## src/rtl/seq_detector_param_pkg.sv

```systemverilog
`default_nettype none
// ============================================================================
//  Module      : seq_det_pkg
//  Description : Shared types and helpers for the parametrised serial
//                sequence detector: FSM state encoding, fill-counter width
//                helper and legal-range checks for the block parameters.
//  Revision    : 1.0 - initial release
// ============================================================================
package seq_det_pkg;

    typedef enum logic [1:0] {
        EMPTY   = 2'd0,
        FILLING = 2'd1,
        ARMED   = 2'd2
    } state_t;

    localparam int c_w_min     = 2;
    localparam int c_w_max     = 16;
    localparam int c_cnt_w_min = 1;
    localparam int c_cnt_w_max = 16;

    // The fill counter must hold 0..W inclusive.
    function automatic int fill_width(input int w);
        return $clog2(w + 1);
    endfunction

    function automatic bit w_legal(input int w);
        return (w >= c_w_min) && (w <= c_w_max);
    endfunction

    function automatic bit cnt_w_legal(input int cnt_w);
        return (cnt_w >= c_cnt_w_min) && (cnt_w <= c_cnt_w_max);
    endfunction

endpackage
`default_nettype wire

```

## src/rtl/seq_detector_param_if.sv

```systemverilog
`default_nettype none
// ============================================================================
//  Module      : seq_detector_param_if
//  Description : Bundle of the detector's data, control and status signals.
//                master : stream/control source (drives x, pattern, clears)
//                slave  : the detector (drives match, match_cnt, cnt_sat)
//  Revision    : 1.0 - initial release
// ============================================================================
interface seq_detector_param_if
    import seq_det_pkg::*;
#(
    parameter int W     = 4,
    parameter int CNT_W = 8
);
    logic             x_valid;
    logic             x;
    logic             pat_load;
    logic [W-1:0]     pat_in;
    logic [W-1:0]     mask_in;
    logic             clr_cnt;
    logic             match;
    logic [CNT_W-1:0] match_cnt;
    logic             cnt_sat;

    modport master (
        output x_valid, x, pat_load, pat_in, mask_in, clr_cnt,
        input  match, match_cnt, cnt_sat
    );

    modport slave (
        input  x_valid, x, pat_load, pat_in, mask_in, clr_cnt,
        output match, match_cnt, cnt_sat
    );

endinterface
`default_nettype wire

```

## src/rtl/seq_detector_param_sat_counter.sv

```systemverilog
`default_nettype none
// ============================================================================
//  Module      : sat_counter
//  Description : Saturating event counter with sticky saturation flag.
//                clk/rst : clock, asynchronous active-high reset
//                inc     : count one event
//                clr     : synchronous clear; a coincident inc still counts
//                count   : current count, holds at all-ones
//                sat     : set when count reaches all-ones, cleared by clr/rst
//  Revision    : 1.0 - initial release
// ============================================================================
module sat_counter
    import seq_det_pkg::*;
#(
    parameter int CNT_W = 8
)(
    input  logic             clk,
    input  logic             rst,
    input  logic             inc,
    input  logic             clr,
    output logic [CNT_W-1:0] count,
    output logic             sat
);

    localparam logic [CNT_W-1:0] c_max = '1;
    localparam logic [CNT_W-1:0] c_one = CNT_W'(1);

    logic [CNT_W-1:0] r_count;
    logic             r_sat;

    always_ff @(posedge clk or posedge rst) begin
        if (rst) begin
            r_count <= '0;
            r_sat   <= 1'b0;
        end else if (clr) begin
            // Clear first, then apply the coincident event.
            r_count <= inc ? c_one : '0;
            r_sat   <= inc && (c_one == c_max);
        end else if (inc && (r_count != c_max)) begin
            r_count <= r_count + c_one;
            if ((r_count + c_one) == c_max) begin
                r_sat <= 1'b1;
            end
        end
    end

    assign count = r_count;
    assign sat   = r_sat;

endmodule
`default_nettype wire

```

## src/rtl/seq_detector_param.sv

```systemverilog
`default_nettype none
// ============================================================================
//  Module      : seq_detector_param
//  Description : Serial sequence detector. Shifts accepted bits into a W-bit
//                history and compares it against a loadable pattern with a
//                per-bit care mask once W bits have been collected.
//                clk/rst : clock, asynchronous active-high reset
//                bus     : slave side of seq_detector_param_if
//                          (x_valid/x stream, pat_load/pat_in/mask_in,
//                           clr_cnt, match pulse, match_cnt, cnt_sat)
//  Revision    : 1.0 - initial release
// ============================================================================
module seq_detector_param
    import seq_det_pkg::*;
#(
    parameter int W       = 4,
    parameter int CNT_W   = 8,
    parameter int OVERLAP = 1
)(
    input  logic                 clk,
    input  logic                 rst,
    seq_detector_param_if.slave  bus
);

    localparam int             c_fw   = fill_width(W);
    localparam logic [c_fw-1:0] c_full = c_fw'(W);
    localparam logic [c_fw-1:0] c_one  = c_fw'(1);

    if (!w_legal(W)) begin : g_bad_w
        $error("seq_detector_param: W out of range 2..16");
    end
    if (!cnt_w_legal(CNT_W)) begin : g_bad_cnt_w
        $error("seq_detector_param: CNT_W out of range 1..16");
    end

    logic [W-1:0]     r_h;
    logic [W-1:0]     r_pat;
    logic [W-1:0]     r_mask;
    logic [c_fw-1:0]  r_fill;
    state_t           r_state;
    logic             r_match;

    logic             w_accept;
    logic [W-1:0]     w_h_next;
    logic [c_fw-1:0]  w_fill_next;
    logic             w_hit;
    logic [CNT_W-1:0] w_count;
    logic             w_sat;

    always_comb begin
        // A pattern load on the same edge discards the incoming bit.
        w_accept    = bus.x_valid & ~bus.pat_load;
        w_h_next    = {r_h[W-2:0], bus.x};
        w_fill_next = (r_state == ARMED) ? c_full : (r_fill + c_one);
        w_hit       = w_accept && (w_fill_next == c_full) &&
                      (((w_h_next ^ r_pat) & r_mask) == '0);
    end

    always_ff @(posedge clk or posedge rst) begin
        if (rst) begin
            r_h     <= '0;
            r_pat   <= '0;
            r_mask  <= '1;
            r_fill  <= '0;
            r_state <= EMPTY;
            r_match <= 1'b0;
        end else begin
            r_match <= 1'b0;
            if (bus.pat_load) begin
                r_pat   <= bus.pat_in;
                r_mask  <= bus.mask_in;
                r_h     <= '0;
                r_fill  <= '0;
                r_state <= EMPTY;
            end else if (bus.x_valid) begin
                r_h     <= w_h_next;
                r_match <= w_hit;
                if (w_hit && (OVERLAP == 0)) begin
                    // Non-overlapping: the next match needs W fresh bits.
                    r_fill  <= '0;
                    r_state <= EMPTY;
                end else begin
                    r_fill  <= w_fill_next;
                    r_state <= (w_fill_next == c_full) ? ARMED : FILLING;
                end
            end
        end
    end

    sat_counter #(
        .CNT_W (CNT_W)
    ) u_cnt (
        .clk   (clk),
        .rst   (rst),
        .inc   (w_hit),
        .clr   (bus.clr_cnt),
        .count (w_count),
        .sat   (w_sat)
    );

    assign bus.match     = r_match;
    assign bus.match_cnt = w_count;
    assign bus.cnt_sat   = w_sat;

endmodule
`default_nettype wire

```

## src/flat_wrapper.sv

```systemverilog
// flat-port wrapper written by rule: the top's interface ports become plain ports
module seq_detector_param_flat import seq_det_pkg::*;
#(
    parameter int W       = 4,
    parameter int CNT_W   = 8,
    parameter int OVERLAP = 1
)
  (clk, rst, bus_x_valid, bus_x, bus_pat_load, bus_pat_in, bus_mask_in, bus_clr_cnt, bus_match, bus_match_cnt, bus_cnt_sat);
  seq_detector_param_if #(.W(W), .CNT_W(CNT_W)) bus_i ();
  input  logic clk;
  input  logic rst;
  input wire logic [$bits(bus_i.x_valid)-1:0] bus_x_valid;
  input wire logic [$bits(bus_i.x)-1:0] bus_x;
  input wire logic [$bits(bus_i.pat_load)-1:0] bus_pat_load;
  input wire logic [$bits(bus_i.pat_in)-1:0] bus_pat_in;
  input wire logic [$bits(bus_i.mask_in)-1:0] bus_mask_in;
  input wire logic [$bits(bus_i.clr_cnt)-1:0] bus_clr_cnt;
  output wire logic [$bits(bus_i.match)-1:0] bus_match;
  output wire logic [$bits(bus_i.match_cnt)-1:0] bus_match_cnt;
  output wire logic [$bits(bus_i.cnt_sat)-1:0] bus_cnt_sat;
  assign bus_i.x_valid = bus_x_valid;
  assign bus_i.x = bus_x;
  assign bus_i.pat_load = bus_pat_load;
  assign bus_i.pat_in = bus_pat_in;
  assign bus_i.mask_in = bus_mask_in;
  assign bus_i.clr_cnt = bus_clr_cnt;
  assign bus_match = bus_i.match;
  assign bus_match_cnt = bus_i.match_cnt;
  assign bus_cnt_sat = bus_i.cnt_sat;
  seq_detector_param #(.W(W), .CNT_W(CNT_W), .OVERLAP(OVERLAP)) u_core (.clk(clk), .rst(rst), .bus(bus_i));
endmodule
```

## config.mk

```make
export PLATFORM = sky130hd
export DESIGN_NAME = seq_detector_param_flat
export DESIGN_NICKNAME = d
export VERILOG_FILES = /design/src/rtl/seq_detector_param_pkg.sv /design/src/rtl/seq_detector_param_if.sv /design/src/rtl/seq_detector_param_sat_counter.sv /design/src/rtl/seq_detector_param.sv /design/src/flat_wrapper.sv
export SDC_FILE = /design/constraint.sdc
export NUM_CORES = 1
export LEC_CHECK = 0
export CAP_MARGIN = 20
export CORE_UTILIZATION = 25
export DETAILED_ROUTE_END_ITERATION = 8
export HOLD_SLACK_MARGIN = 0.12
export PLACE_DENSITY_LB_ADDON = 0.15
export SETUP_SLACK_MARGIN = 0.3
export SLEW_MARGIN = 0
export SYNTH_ARGS = -nofsm -noshare
export SYNTH_HDL_FRONTEND = slang
export SYNTH_HIERARCHICAL = 1
export SYNTH_SLANG_ARGS = --single-unit
```

## constraint.sdc

```tcl
create_clock -name clk -period 2.62 [get_ports clk]
set_clock_uncertainty 0.2 [all_clocks]
set_input_delay 0.655 -clock clk [delete_from_list [all_inputs] [get_ports clk]]
set_output_delay 0.655 -clock clk [all_outputs]
set_load 0.02 [all_outputs]
```

==> reports/qor.yml <==
viasPerCell: 4.61
wirelength_um: 3160
io_pins: 24
drt_iter0_drc: 55
p_sw_mw: 0.191
cts_made_buffers: 3
path_max_fanout: 7
antenna_found_initial: 0
maxCapViolCount: 0
outcome: "finished, final reports clean"
chipHeight_um: 75.9
finalSetupViolations: 0
dr.pass1.iters: 4
async_flop_share: 1.00
ctsHoldBuffers: 0
grt_max_degree: 18
ant_nets: 0
start_util: 0.264
cts_buffer_depth: 2
rows: 26
grt_use_total: 0.118
dp_hpwl_um: 2240
port_buffers: 23
yosysWarnings: 6
switching_share: 0.239
whs_ns: 0.307
core_um2: 5170
drc: 0
worst_pin_slew_ns: 0.644
gp_congestion: 0.776
cp_cell_sequence: "clkdlybuf4s50_1"
fin_crit_ns: 2.27
seqPwrFrac: 0.544
p_int_mw: 0.609
die_width_um: 75.9
grt_pass1_vias: 1110
fin_cells: 236
cp.buffers_inverters: 1
stdcell_area_um2: 1860
clkLatencyLatePin_ns: 0.27
cp_slowest_cell: "clkdlybuf4s50_1"
start_kind: "register"
rsz0062_at_grt: "false"
synthFlopType: "dfrtp_1"
place_area_um2: 1740
synth_cell_types: 36
tritoncts: "yes"
wl_per_cell_um: 13.4
synth_nets: 147
via_count: 1087
p_per_area_nw_per_um2: 429
ctsHtreeMaxLevel: 1
max_freq_ghz: 0.440
dp_cells: 227
grt_overflow: 0
tns_ns: 0
netlist_area_um2: 1360
num-nets-final: 184
critical_path_class: "register to primary output"
relSlewSlack: 0.570
crit_path_end_kind: "primary output"
vdd_drop_max_uv: 170
diodes: 0
crit_required_ns: 1.76
maxSlewViolCount: 0
clock-sinks: 26
drive_above_1_share: 0.277
hold_class: "register to register"
p_leak_nw: 0.818
post-route-period-util: 0.867
syn_inst: 130
n_fill_cell: 504
seq_area_frac_synth: 0.481
crit_family: "buffers and inverters"
grt_pass1_wl_um: 5120
syn_avg_cell_area_um2: 10.5
area_growth_pct: 36.7
hold_viol: 0
postSynthRegisterBits: 26
cp_slowest_stage_delay_ns: 0.66
cp.arrival_ns: 1.42
synth_edf_count: 0
power_frac_comb: 0.119
p_total_mw: 0.800
clock-root-buffer: "clkbuf_8"
clkTransAtPathRegs_ns: 0.10
die_area_um2: 5750
p_clk_frac: 0.337
[sequential cells by signal, indices dropped and copies added (netlist names)]
| register | flops |
|---|---|
| u_core/r_state | 2 |
| u_core/r_fill | 3 |
| u_core/bus.match | 1 |
| u_core/r_h | 3 |
| u_core/r_pat | 4 |
| u_core/u_cnt/sat | 1 |
| u_core/u_cnt/count | 8 |
| u_core/r_mask | 4 |
[synthesized netlist by cell type, types with 2 or more instances]
master    number  area (um^2)
a21oi_1        8         40.0
a22o_1         2         17.5
and4_2         2         20.0
buf_2          4         20.0
dfrtp_1       22          551
dfstp_2        4          105
ha_1           3         37.5
inv_1          8         30.0
mux2_2         9          101
mux2i_1        4         40.0
nand2_1        6         22.5
nand2b_1       6         37.5
nand3_1        4         20.0
nand4_1        2         12.5
nor2_1         7         26.3
nor2b_1        3         18.8
nor4_1         4         25.0
o21ai_0        6         30.0
o21ai_1        2         10.0
o21ai_2        2         17.5
or3_1          2         12.5
xnor2_1        2         17.5
xor2_1         5         43.8
[cell usage in the layout (no fill, tap or decap), types with 4 or more instances in the layout]
| cell type | count |
|---|---|
| clkbuf_8 | 4 |
| o21ai_0 | 4 |
| nor2_1 | 7 |
| inv_1 | 8 |
| xor2_1 | 4 |
| a21oi_1 | 7 |
| nand2b_1 | 6 |
| dfstp_2 | 4 |
| dfrtp_1 | 20 |
| nand3_1 | 4 |
| mux2_2 | 9 |
| clkdlybuf4s50_1 | 18 |
| buf_4 | 13 |
| mux2i_1 | 4 |
| nand2_1 | 6 |
[worst min-delay path, stage by stage, from the launching register on]
cell	delay, ns
dfrtp_1	0.36
nand2b_1	0.07
o41ai_2	0.05
[final timing paths]
| check | from | to | slack (ns) | cells past startpoint |
|---|---|---|---|---|
| setup reg to reg | u_core/r_fill[0] | u_core/u_cnt/count[4] | 0.42 | 9 |
| min in group asynchronous | rst | u_core/u_cnt/count[0] | 0.50 | 2 |
| max in group asynchronous | rst | u_core/r_state[0] | 1.21 | 2 |
| hold / removal | u_core/u_cnt/sat | u_core/u_cnt/sat | 0.31 | 2 |
| hold reg to reg | u_core/u_cnt/sat | u_core/u_cnt/sat | 0.31 | 2 |
| setup / recovery | u_core/u_cnt/count[4] | bus_match_cnt[4] | 0.35 | 1 |
[through the flow]
step | utilization | setup slack (ns)
4_1_cts | 0.350 | 0.308
6_report | 0.360 | 0.349
3_3_place_gp | 0.336 | -0.200
3_5_place_dp | 0.336 | -0.210
2_1_floorplan | - | 0.335
5_1_grt | 0.360 | 0.293
[layer usage]
metal | wire length (um) | global-route usage | up-vias
li1 | - | - | 534
met1 | 1600 | 0.160 | 535
met2 | 1460 | 0.188 | 16
met3 | 73 | 0.0198 | 2
met4 | 19 | 0.0453 | 0
met5 | 0 | 0 | -
[power groups by stage]
| stage | sequential [mW] | combinational (mW) | clock [mW] |
|---|---|---|---|
| 2_1_floorplan | 0.439 | 0.0589 | 0 |
| 3_3_place_gp | 0.442 | 0.0905 | 0 |
| 3_5_place_dp | 0.443 | 0.0933 | 0 |
| 4_1_cts | 0.435 | 0.0928 | 0.282 |
| 5_1_grt | 0.438 | 0.106 | 0.294 |
| 6_report | 0.435 | 0.0954 | 0.270 |
[logic make-up (layout without fill, tap and decap cells)]
group / Yosys count / after routing / synth area share
adders and majority gates: 3 / 3 / 0.0275
DFF: 26 / 26 / 0.481
and+or+nand+nor: 42 / 42 / 0.174
xor gates and xnor gates: 7 / 7 / 0.0450
AOI/OAI and AO/OA: 27 / 27 / 0.132
muxes: 13 / 13 / 0.104
buffers and inverters: 12 / 48 / 0.0367
[final cells by class]
cell class	count	area (um^2)	area share
clock buffers	4	55.1	0.0295
repair buffers	36	330	0.177
well taps	70	87.6	0.0470
flip-flops and latches	26	658	0.353
inverters	8	30.0	0.0161
multi-input cells	92	703	0.377
[repair_timing]
item,CTS,global route
setup buffers,1,4
gates cloned,0,0
setup endpoints to repair,11,9
pin swaps,4,3
gates resized for setup,8,9
Note: power is estimated with default switching activity, not from simulation.
